### config.mk
export PLATFORM = sky130hd
export DESIGN_NAME = aes_host_if
export DESIGN_NICKNAME = d
export VERILOG_FILES = /design/src/rtl/aes_pkg.sv /design/src/rtl/aes_word_assembler.sv /design/src/rtl/aes_host_if.sv
export SDC_FILE = /design/constraint.sdc
export NUM_CORES = 1
export LEC_CHECK = 0
export ABC_AREA = 1
export CAP_MARGIN = 0
export CORE_UTILIZATION = 45
export DETAILED_ROUTE_END_ITERATION = 10
export GPL_TIMING_DRIVEN = 1
export PLACE_DENSITY = 0.87
export SYNTH_ARGS = -nofsm -noshare
export SYNTH_HDL_FRONTEND = slang
export SYNTH_SLANG_ARGS = --single-unit
### constraint.sdc
create_clock -name clk -period 23 [get_ports clk]
set_clock_uncertainty 0.05 [all_clocks]
set_input_delay 6.9 -clock clk [delete_from_list [all_inputs] [get_ports clk]]
set_output_delay 6.9 -clock clk [all_outputs]
set_load 0.02 [all_outputs]
### src/rtl/aes_pkg.sv
// Shared types and constants for the AES-128 host loader/unloader.
package aes_pkg;

  localparam int unsigned WORDS_PER_BLOCK = 4;
  localparam int unsigned WORD_W          = 32;
  localparam int unsigned BLOCK_W         = WORDS_PER_BLOCK * WORD_W;

  typedef enum logic [2:0] {
    StIdle,
    StLoadKey,
    StLoadData,
    StStart,
    StWait,
    StDrain
  } host_state_t;

  // Word 0 is the most significant word of the block.
  function automatic logic [WORD_W-1:0] block_word(input logic [BLOCK_W-1:0] blk,
                                                   input logic [1:0]         idx);
    logic [WORD_W-1:0] w;
    unique case (idx)
      2'd0:    w = blk[127:96];
      2'd1:    w = blk[95:64];
      2'd2:    w = blk[63:32];
      default: w = blk[31:0];
    endcase
    return w;
  endfunction

endpackage

### src/rtl/aes_word_assembler.sv
// 4x32 serial-in/parallel-out block register; the first word shifted in ends up at the top.
module aes_word_assembler
  import aes_pkg::*;
(
  input  logic               clk,
  input  logic               reset,
  input  logic               clr_i,
  input  logic               load_i,
  input  logic [WORD_W-1:0]  word_i,
  output logic [BLOCK_W-1:0] block_o
);

  logic [BLOCK_W-1:0] block_q, block_d;

  always_comb begin
    block_d = block_q;
    if (clr_i) begin
      block_d = '0;
    end else if (load_i) begin
      block_d = {block_q[BLOCK_W-WORD_W-1:0], word_i};
    end
  end

  always_ff @(posedge clk or posedge reset) begin
    if (reset) begin
      block_q <= '0;
    end else begin
      block_q <= block_d;
    end
  end

  assign block_o = block_q;

endmodule

### src/rtl/aes_host_if.sv
// Host-side command/word-stream front end for the AES-128 core: loads key and data,
// kicks the core, waits for completion (with timeout) and unloads the result.
module aes_host_if
  import aes_pkg::*;
#(
  parameter int unsigned TIMEOUT_CYCLES = 64
) (
  input  logic               clk,
  input  logic               reset,
  input  logic               cmd_valid,
  output logic               cmd_ready,
  input  logic               cmd_encrypt,
  input  logic               cmd_new_key,
  input  logic               in_valid,
  output logic               in_ready,
  input  logic [WORD_W-1:0]  in_data,
  output logic [BLOCK_W-1:0] key_o,
  output logic [BLOCK_W-1:0] data_o,
  output logic               start,
  output logic               keyChange,
  output logic               selCypher,
  input  logic               core_done,
  input  logic [BLOCK_W-1:0] core_result,
  output logic               out_valid,
  input  logic               out_ready,
  output logic [WORD_W-1:0]  out_data,
  output logic               busy,
  output logic               err
);

  localparam logic [7:0] TimeoutLimit = 8'(TIMEOUT_CYCLES - 1);

  host_state_t        state_q;
  logic [1:0]         word_cnt_q;
  logic [7:0]         to_cnt_q;
  logic               key_loaded_q;
  logic               err_q;
  logic               key_change_q;
  logic               sel_cypher_q;
  logic [BLOCK_W-1:0] result_q;

  logic cmd_hs, in_hs, out_hs;

  assign cmd_ready = (state_q == StIdle);
  assign in_ready  = (state_q == StLoadKey) || (state_q == StLoadData);
  assign out_valid = (state_q == StDrain);
  assign start     = (state_q == StStart);
  assign busy      = (state_q != StIdle);
  assign err       = err_q;
  assign keyChange = key_change_q;
  assign selCypher = sel_cypher_q;

  assign cmd_hs = cmd_valid & cmd_ready;
  assign in_hs  = in_valid & in_ready;
  assign out_hs = out_valid & out_ready;

  // The key is only wiped by a command that brings a new one; data is wiped on every accept.
  aes_word_assembler u_key_asm (
    .clk     (clk),
    .reset   (reset),
    .clr_i   (cmd_hs & cmd_new_key),
    .load_i  (in_hs & (state_q == StLoadKey)),
    .word_i  (in_data),
    .block_o (key_o)
  );

  aes_word_assembler u_data_asm (
    .clk     (clk),
    .reset   (reset),
    .clr_i   (cmd_hs),
    .load_i  (in_hs & (state_q == StLoadData)),
    .word_i  (in_data),
    .block_o (data_o)
  );

  always_comb begin
    out_data = '0;
    if (state_q == StDrain) begin
      out_data = block_word(result_q, word_cnt_q);
    end
  end

  always_ff @(posedge clk or posedge reset) begin
    if (reset) begin
      state_q      <= StIdle;
      word_cnt_q   <= 2'd0;
      to_cnt_q     <= 8'd0;
      key_loaded_q <= 1'b0;
      err_q        <= 1'b0;
      key_change_q <= 1'b0;
      sel_cypher_q <= 1'b0;
      result_q     <= '0;
    end else begin
      case (state_q)
        StIdle: begin
          if (cmd_valid) begin
            sel_cypher_q <= cmd_encrypt;
            key_change_q <= cmd_new_key;
            err_q        <= 1'b0;
            word_cnt_q   <= 2'd0;
            if (cmd_new_key) begin
              state_q <= StLoadKey;
            end else if (key_loaded_q) begin
              state_q <= StLoadData;
            end else begin
              err_q <= 1'b1;
            end
          end
        end
        StLoadKey: begin
          if (in_hs) begin
            word_cnt_q <= word_cnt_q + 2'd1;
            if (word_cnt_q == 2'd3) begin
              key_loaded_q <= 1'b1;
              state_q      <= StLoadData;
            end
          end
        end
        StLoadData: begin
          if (in_hs) begin
            word_cnt_q <= word_cnt_q + 2'd1;
            if (word_cnt_q == 2'd3) begin
              state_q <= StStart;
            end
          end
        end
        StStart: begin
          to_cnt_q <= 8'd0;
          state_q  <= StWait;
        end
        StWait: begin
          // A completion in the limit cycle still counts as success.
          if (core_done) begin
            result_q   <= core_result;
            word_cnt_q <= 2'd0;
            state_q    <= StDrain;
          end else if (to_cnt_q == TimeoutLimit) begin
            err_q        <= 1'b1;
            key_loaded_q <= 1'b0;
            key_change_q <= 1'b0;
            state_q      <= StIdle;
          end else begin
            to_cnt_q <= to_cnt_q + 8'd1;
          end
        end
        StDrain: begin
          if (out_hs) begin
            word_cnt_q <= word_cnt_q + 2'd1;
            if (word_cnt_q == 2'd3) begin
              key_change_q <= 1'b0;
              state_q      <= StIdle;
            end
          end
        end
        default: state_q <= StIdle;
      endcase
    end
  end

endmodule

==> flow_summary.yaml <==
yosys:
  async_reset_ff_frac: 1.000
  ys_ff_latch: 401
  synth_edf_count: 0
  synthesis.nets: 1931
  synth_most_common_cell: "nand2_1"
  yosysTopAreaCell: "dfrtp_1"
  synthTopCellsByCount: "nand2_1, dfrtp_1, inv_1"
  syn-instance-count: 1758
  yosys-top-cells-area: "dfrtp_1, nand2_1, o22ai_1"
  synth_cell_types: 27
  synth_top_area_share: 0.6185
  netlist_area_um2: 16220
  yosysSeqAreaShare: 0.6185
  ys.flop_type: "dfrtp_1"
  avgSynthCellArea_um2: 9.229
  synth_warnings: 0
detailed_routing:
  num_vias: 14320
  remaining_drc_errors: 0
  detail_route.iter0.violations: 930
  wl_per_cell_um: 20.23
  viasPerCell: 5.377
  drt-total-wl_mm: 53.88
  first_pass_iters: 5
  postRouteAntennaNets: 0
critical_path:
  crit_family: "buffers and inverters"
  crit_type: "reg -> out"
  worstPathCellList: "inv_2 -> nand2_1 -> nor2_2 -> buf_4 -> o21ai_0 -> a31oi_1 -> clkdlybuf4s50_1"
  path_buf_inv: 3
  cp-start-kind: "register"
  required_ns: 16.05
  crit_path_max_fanout: 35
  endpoint_kind: "output port"
  critPathSlowestCell: "clkdlybuf4s50_1"
  max_stage_delay_ns: 0.72
  cp.arrival_ns: 3.06
global_routing:
  grt_pass1_wl_mm: 79.49
  grt.total_usage: 0.2842
  grt_overflow: 0
  antenna_found_initial: 6
  grt_max_degree: 185
  first_global_vias: 14070
floorplanning:
  start_util: 0.4572
  rows: 69
  die_w_um: 191.9
  io_pins: 464
  coreArea_um2: 35480
  die_h_um: 191.9
  die_area_um2: 36820
clock_tree:
  postCtsHoldBufs: 0
  path_clk_slew_ns: 0.06
  cts_resized: 0
  worstSkewPairLatency_ns: 0.56
  cts_root_buffer: "clkbuf_16"
  cts_tree: "done"
  htreeDepth: 2
  cts_buffers: 43
  cts.sinks: 401
  cts_buffer_depth: 3
  postCtsSetupBuffers: 0
sta:
  drv_slew: 0
  relSlewSlack: 0.2517
  worst_pin_slew_ns: 1.123
  holdWs_ns: 0.4223
  period_needed_ns: 10.01
  setup-violations-final: 0
  layout_setup_ws_ns: 12.99
  finalCritPeriodShare: 0.4353
  rsz0062_at_grt: "false"
  finalSetupTns_ns: 0
  hold_viol: 0
  fmax_mhz: 99.88
pwr:
  power_frac_comb: 0.410
  ir_drop_v: 0.0001109
  leakage_nw: 10.27
  pwr-share-seq: 0.369
  switchingPower_mw: 1.226
  pwr-share-clk: 0.220
  p_per_area_nw_per_um2: 138.8
  swShare: 0.3935
  total_power_mw: 3.116
  p_int_mw: 1.889
cells_and_area:
  nets: 2343
  drive_gt1_frac: 0.04725
  syn2layout_area_growth_pct: 38.33
run:
  maxCapViolations: 0
outcome:
  status: "completed"
min_path:
  hold_path_class: "reg -> reg"
placement:
  gp_congestion: 0.9078
  port_buffers: 463
  pre_cts_ws_ns: 13.12
  dp_hpwl_mm: 36.58
[sequential cells by signal, indices dropped and copies added (netlist names)]
name	flops
u_data_asm.block_o	128
key_loaded_q	1
state_q	3
keyChange	1
u_key_asm.block_o	128
result_q	128
word_cnt_q	2
selCypher	1
err	1
to_cnt_q	8
[worst paths after layout]
path / start / to / slack (ns) / cells after the start
worst min-delay path: result_q[52]$_DFFE_PP0P_ / result_q[52]$_DFFE_PP0P_ / 0.42 / 2
worst max-delay path: state_q[1]$_DFFE_PP0P_ / out_data[3] / 12.99 / 7
worst min register to register: result_q[52]$_DFFE_PP0P_ / result_q[52]$_DFFE_PP0P_ / 0.42 / 2
max in group asynchronous: reset / u_key_asm.block_o[84]$_DFFE_PP0P_ / 14.36 / 3
worst max register to register: state_q[1]$_DFFE_PP0P_ / u_key_asm.block_o[0]$_DFFE_PP0P_ / 19.72 / 6
min in group asynchronous: reset / u_data_asm.block_o[40]$_DFFE_PP0P_ / 6.92 / 2
[worst register-to-register path: stages (launching register included)]
cell and delay (ns):
dfrtp_1 0.45, nor2_2 0.21, nand2_2 0.13, inv_2 0.14
nand3_2 0.70, nand2_4 1.20, o21ai_0 0.25
[per-stage QoR]
stage | cell area, um^2 | std cells | utilization
after floorplan | 16220 | 1758 | -
after global placement | 21040 | 2586 | 0.5930
after detailed placement | 21040 | 2586 | 0.5930
after CTS | 22440 | 2662 | 0.6324
after global routing | 22440 | 2663 | 0.6325
final | 22440 | 2663 | 0.6325
[cell families (layout without fill, tap and decap cells)]
logic type	Yosys count	in the layout	share of synthesized area
other	0	1	0
flip-flops	401	401	0.6185
buffers and inverters	353	796	0.08946
adder cells (fa/ha/maj)	5	5	0.003856
AND/OR/NAND/NOR	627	627	0.1550
AO/OA/AOI/OAI	370	370	0.1321
XOR/XNOR	2	2	0.001080
[area by class of cell]
class | count | area [um^2]
Fill cell | 2700 | 13040
Sequential cell | 401 | 10030
Multi-Input combinational cell | 1004 | 4761
Timing Repair Buffer | 475 | 4737
Clock buffer | 59 | 1217
Inverter | 245 | 930.9
Tap cell | 461 | 576.8
Clock inverter | 17 | 182.7
Antenna cell | 1 | 2.502
[placed cells by master, fill, tap and decap left out, types with 6 or more instances in the layout]
cell type,netlist,final
nand2_1,512,512
clkinv_2,0,10
clkbuf_8,0,6
clkbuf_16,0,44
o22ai_1,186,186
nand3_1,85,85
clkdlybuf4s50_1,0,463
clkbuf_1,34,9
a21oi_1,33,33
inv_1,239,238
nor2_1,13,12
dfrtp_1,401,401
o21ai_0,111,111
buf_4,11,11
a31oi_1,32,32
[power by group through the flow]
stage / Sequential, mW / Clock (mW) / Combinational, mW
2_1_floorplan: 1.32 / 0 / 0.498
3_3_place_gp: 1.14 / 0 / 1.24
3_5_place_dp: 1.15 / 0 / 1.26
4_1_cts: 1.15 / 0.696 / 1.28
5_1_grt: 1.18 / 0.723 / 1.38
6_report: 1.15 / 0.686 / 1.28
[layer usage]
layer	global-route usage	wire length, um	up-vias
met2	0.4822	26370	706
met1	0.3291	19550	6962
met5	0	78	-
met4	0.1145	2041	10
li1	-	-	6524
met3	0.09593	5835	116
Note: power is estimated with default switching activity, not from simulation.
